<file path="src/rtl/uart_msg_arbiter.sv">
// uart_msg_arbiter: round-robin arbiter that streams whole messages from a
// shared message ROM into a UART transmit FIFO, one requester at a time.
//
// state   | meaning
// --------+---------------------------------------------------------------
// S_IDLE  | wait for a request; pick next requester and latch its message
// S_FETCH | present the address counter to the ROM
// S_WAIT  | ROM data arrives; capture it into fifo_data
// S_WRITE | push fifo_data when the FIFO has room; advance the counters
// S_DONE  | pulse done for the granted requester and remember it as last
module uart_msg_arbiter #(
  parameter int N_REQ  = 4,
  parameter int ADDR_W = 8
) (
  input  logic                    CLK,
  input  logic                    rst,
  input  logic [N_REQ-1:0]        req,
  input  logic [N_REQ*ADDR_W-1:0] base,
  input  logic [N_REQ*8-1:0]      len,
  output logic [N_REQ-1:0]        done,
  output logic                    busy,
  output logic [2:0]              grant,
  output logic [ADDR_W-1:0]       mem_addr,
  input  logic [7:0]              mem_data,
  output logic [7:0]              fifo_data,
  output logic                    fifo_wr,
  input  logic                    fifo_full
);

  localparam logic [2:0] S_IDLE  = 3'd0;
  localparam logic [2:0] S_FETCH = 3'd1;
  localparam logic [2:0] S_WAIT  = 3'd2;
  localparam logic [2:0] S_WRITE = 3'd3;
  localparam logic [2:0] S_DONE  = 3'd4;

  logic [2:0]        state;
  logic [2:0]        last;
  logic [2:0]        sel;
  logic              sel_vld;
  logic [ADDR_W-1:0] sel_base;
  logic [7:0]        sel_len;
  logic [ADDR_W-1:0] addr_cnt;
  logic [7:0]        remain;
  logic              wr_ok;

  // Round-robin pick: first set request bit scanning upward from last+1.
  always_comb begin
    sel     = '0;
    sel_vld = 1'b0;
    for (int k = 1; k <= N_REQ; k++) begin
      for (int i = 0; i < N_REQ; i++) begin
        if (!sel_vld && req[i] && (i == (int'(last) + k) % N_REQ)) begin
          sel_vld = 1'b1;
          sel     = 3'(i);
        end
      end
    end
  end

  assign sel_base = base[int'(sel)*ADDR_W +: ADDR_W];
  assign sel_len  = len[int'(sel)*8 +: 8];

  // A write is only taken when the FIFO has room; reset suppresses it at once.
  assign wr_ok    = (state == S_WRITE) && !fifo_full;
  assign fifo_wr  = wr_ok && !rst;
  assign busy     = (state != S_IDLE);
  assign mem_addr = addr_cnt;

  // One-hot done pulse for the granted requester while in DONE.
  always_comb begin
    done = '0;
    for (int i = 0; i < N_REQ; i++) begin
      done[i] = (state == S_DONE) && !rst && (int'(grant) == i);
    end
  end

  // Message sequencing: latch the grant, then fetch/wait/write per byte.
  always_ff @(posedge CLK) begin
    if (rst) begin
      state     <= S_IDLE;
      last      <= 3'(N_REQ - 1);
      grant     <= '0;
      addr_cnt  <= '0;
      remain    <= '0;
      fifo_data <= '0;
    end else begin
      case (state)
        S_IDLE: begin
          if (sel_vld) begin
            grant    <= sel;
            addr_cnt <= sel_base;
            remain   <= sel_len;
            state    <= (sel_len == 8'd0) ? S_DONE : S_FETCH;
          end
        end
        S_FETCH: state <= S_WAIT;
        S_WAIT: begin
          fifo_data <= mem_data;
          state     <= S_WRITE;
        end
        S_WRITE: begin
          if (wr_ok) begin
            remain   <= remain - 8'd1;
            addr_cnt <= addr_cnt + 1'b1;
            state    <= (remain == 8'd1) ? S_DONE : S_FETCH;
          end
        end
        S_DONE: begin
          last  <= grant;
          state <= S_IDLE;
        end
        default: state <= S_IDLE;
      endcase
    end
  end

endmodule
</file>
<file path="config.mk">
export PLATFORM = sky130hd
export DESIGN_NAME = uart_msg_arbiter
export DESIGN_NICKNAME = d
export VERILOG_FILES = /design/src/rtl/uart_msg_arbiter.sv
export SDC_FILE = /design/constraint.sdc
export NUM_CORES = 1
export LEC_CHECK = 0
export CAP_MARGIN = 40
export CELL_PAD_IN_SITES_DETAIL_PLACEMENT = 1
export CELL_PAD_IN_SITES_GLOBAL_PLACEMENT = 1
export CORE_UTILIZATION = 29
export DETAILED_ROUTE_END_ITERATION = 12
export GPL_ROUTABILITY_DRIVEN = 1
export GPL_TIMING_DRIVEN = 0
export PLACE_DENSITY = 0.86
export SYNTH_ARGS = -nofsm -noshare
export SYNTH_HDL_FRONTEND = slang
export SYNTH_SLANG_ARGS = --single-unit
export TNS_END_PERCENT = 10
</file>
<file path="constraint.sdc">
create_clock -name CLK -period 2.3 [get_ports CLK]
set_input_delay 0.46 -clock CLK [delete_from_list [all_inputs] [get_ports CLK]]
set_output_delay 0.46 -clock CLK [all_outputs]
set_load 0.02 [all_outputs]
</file>
==> results of run 1 <==
## flip-flops by register name (all words and copies together) (netlist names)
name       cells
grant          2
state          3
fifo_data      8
last           2
remain         8
mem_addr       8
## cell usage in the layout, fill, tap and decap left out, drive strengths merged, types with 4 or more instances in the layout
| master | instances |
|---|---|
| nand3 | 5 |
| nor2b | 9 |
| a211oi | 18 |
| nor3b | 4 |
| a21oi | 17 |
| nor4 | 4 |
| dfxtp | 31 |
| dlygate4sd2 | 7 |
| and3 | 4 |
| nand2 | 19 |
| buf | 19 |
| nor2 | 33 |
| o21ai | 15 |
| a221oi | 4 |
| clkdlybuf4s50 | 92 |
| mux2i | 43 |
| inv | 5 |
| nor3 | 9 |
| clkbuf | 16 |
## cells by family (layout without fill, tap and decap cells)
logic type	Yosys count	after routing	share of synthesized area (%)
AND/OR/NAND/NOR	99	99	22.0
AO/OA/AOI/OAI	69	69	21.2
multiplexers	44	44	19.7
flip-flops	31	31	27.6
buffers and inverters	29	143	7.64
adder cells (fa/ha/maj)	3	3	1.67
other	1	1	0.167
## worst paths after layout
check                           startpoint         to  slack, ps  cells past startpoint
worst max register to register     last[1]   state[0]         90                     11
worst min-delay path             remain[6]  remain[6]        500                      2
worst max-delay path                   rst    fifo_wr         70                      4
worst min register to register   remain[6]  remain[6]        500                      2
## cell type report
cell class / count / area (sq um) / area share [%]
buffer: 21 / 166 / 4.46
clock buffer: 6 / 82.6 / 2.21
clock inverter: 2 / 35.0 / 0.939
inverter: 5 / 18.8 / 0.503
multi-input combinational: 216 / 1540 / 41.4
sequential: 31 / 623 / 16.7
tap: 99 / 124 / 3.32
timing repair buffer: 109 / 1140 / 30.5
## power groups by stage
stage          Sequential (mW)  Combinational, mW  Clock [mW]
2_1_floorplan            0.688              0.355           0
3_3_place_gp             0.660              0.672           0
3_5_place_dp             0.664              0.696           0
4_1_cts                  0.661              0.700       0.584
5_1_grt                  0.675              0.825       0.610
6_report                 0.664              0.761       0.573
## per-layer routing
metal | global-route usage (%) | part of all wire (%)
met4 | 4.44 | 1.8
met2 | 37.6 | 52
met5 | 0 | 0
met1 | 24.2 | 41
met3 | 4.57 | 4.9
## through the flow
step	cells	power, mW	instance area, sq um
global route	489	2.11	3730
CTS	481	1.94	3510
floorplan	276	1.04	2240
global placement	476	1.33	3380
detailed placement	476	1.36	3380
finish	489	2.00	3730
## tightest hold or removal path, stage by stage, from the launching register on
cell      delay (ps)
dfxtp_1          330
inv_1             50
a221oi_1          60
## repair_timing
| action | in CTS | in global routing |
|---|---|---|
| pin swaps | 1 | 3 |
| setup buffers | 0 | 6 |
| gates resized for setup | 17 | 18 |
| endpoints found under the setup margin | 15 | 12 |
| cloned | 0 | 2 |
==> impl_metrics.env, run 1 <==
export IMPL_status="finished, final reports clean"
export IMPL_slew_viol_final=0
export IMPL_gr_total_overflow=0
export IMPL_crit_fanout=10
export IMPL_worst_pin_slew_ps=712
export IMPL_drive_above_1_share_pct=11.3
export IMPL_cts_hold_buffers=0
export IMPL_fin_util_pct=50.6
export IMPL_power_frac_comb_pct=38.1
export IMPL_drt_initial_drc_count=80
export IMPL_finClkSkew_ps=4.35
export IMPL_synthFlopType="dfxtp_1"
export IMPL_cp_required_ps=1840
export IMPL_rows=31
export IMPL_grt_max_degree=11
export IMPL_crit_slowest_cell="buf_1"
export IMPL_ioPinCount=104
export IMPL_final_nets=471
export IMPL_synth_edff_count=0
export IMPL_critPathArrivalTime_ps=1770
export IMPL_async_flop_share_pct=0
export IMPL_synth_cells=276
export IMPL_hp_class="flop to flop"
export IMPL_period_share_pct=96.9
export IMPL_p_sw_share_pct=32.8
export IMPL_ys_seq_area_share_pct=27.6
export IMPL_setup_tns_ps=0
export IMPL_maxCapViolCount=0
export IMPL_synth_top_area_share_pct=27.6
export IMPL_p_int_mw=1.34
export IMPL_cp_cell_sequence="clkbuf_1 -> buf_1 -> nor3_1 -> dlygate4sd1_1"
export IMPL_syn_area_per_cell_sq_um=8.13
export IMPL_critPathMaxStageDelay_ps=540
export IMPL_startpoint_type="input pin"
export IMPL_dieArea_sq_mm=0.00810
export IMPL_yosys_warnings=0
export IMPL_maxSlewHeadroom_pct=52.3
export IMPL_numCtsBuffers=5
export IMPL_p_switching_mw=0.656
export IMPL_grt_pass1_wl_um=13500
export IMPL_crit_path_end_kind="output pin"
export IMPL_drt_pass1_iter_count=4
export IMPL_post_route_drc_count=0
export IMPL_power_leakage_nw=1.41
export IMPL_coreArea_sq_mm=0.00737
export IMPL_powerDensity_mw_per_mm2=536
export IMPL_irDropWorstVdd_mv=0.299
export IMPL_finalSetupViolCount=0
export IMPL_clkLatencyLatePin_ps=290
export IMPL_hold_viol=0
export IMPL_initial_utilization_pct=30.5
export IMPL_diodes=0
export IMPL_die_w_um=90.0
export IMPL_clockRootBuffer="clkbuf_8"
export IMPL_clock_power_share_pct=28.7
export IMPL_place_hpwl_um=6290
export IMPL_die_h_um=90.0
export IMPL_grt_total_usage_pct=20.5
export IMPL_hold_slack_ps=497
export IMPL_grt_pass1_vias=2660
export IMPL_period_minus_slack_ps=2230
export IMPL_ys_types=44
export IMPL_yosys_area_top_type="dfxtp_1"
export IMPL_syn_nets=358
export IMPL_routedWlPerCell_um=17.5
export IMPL_cts_tree="yes"
export IMPL_htreeDepth=2
export IMPL_seq_power_share_pct=33.2
export IMPL_clkTransAtPathRegs_ps=70
export IMPL_wl_um=8570
export IMPL_gp_congestion=0.794
export IMPL_synth_seq_cells=31
export IMPL_synth_most_common_cell="mux2i_1"
export IMPL_clock_sinks=31
export IMPL_path_delay_family="buffers and inverters"
export IMPL_worst_slack_ps=71.3
export IMPL_crit_buf_inv=3
export IMPL_antenna_found_initial=0
export IMPL_drtAntennaViolNets=0
export IMPL_synth_area_sq_mm=0.00224
export IMPL_vias_per_cell=5.31
export IMPL_fillers=875
export IMPL_io_buffers=101
export IMPL_cts_path_max_buffers=2
export IMPL_synth_top_cells_by_count="43 x mux2i_1, 33 x nor2_1, 31 x dfxtp_1"
export IMPL_fmax_mhz=449
export IMPL_vias=2597
export IMPL_area_delta_synth_final_pct=66.2
export IMPL_synthTopCellsByArea="dfxtp_1 28%, mux2i_1 19%, a211oi_1 5.7%"
export IMPL_dpl_worst_slack_ps=-553
export IMPL_crit_type="input pin to output pin"
(Power assumes the default switching activity.)
==> run 2, diff against run 1 <==
Settings changed: CAP_MARGIN 40 to default.
==> results of run 2 <==
Same layout as run 1: the final DEF is identical, and so are final timing and power.
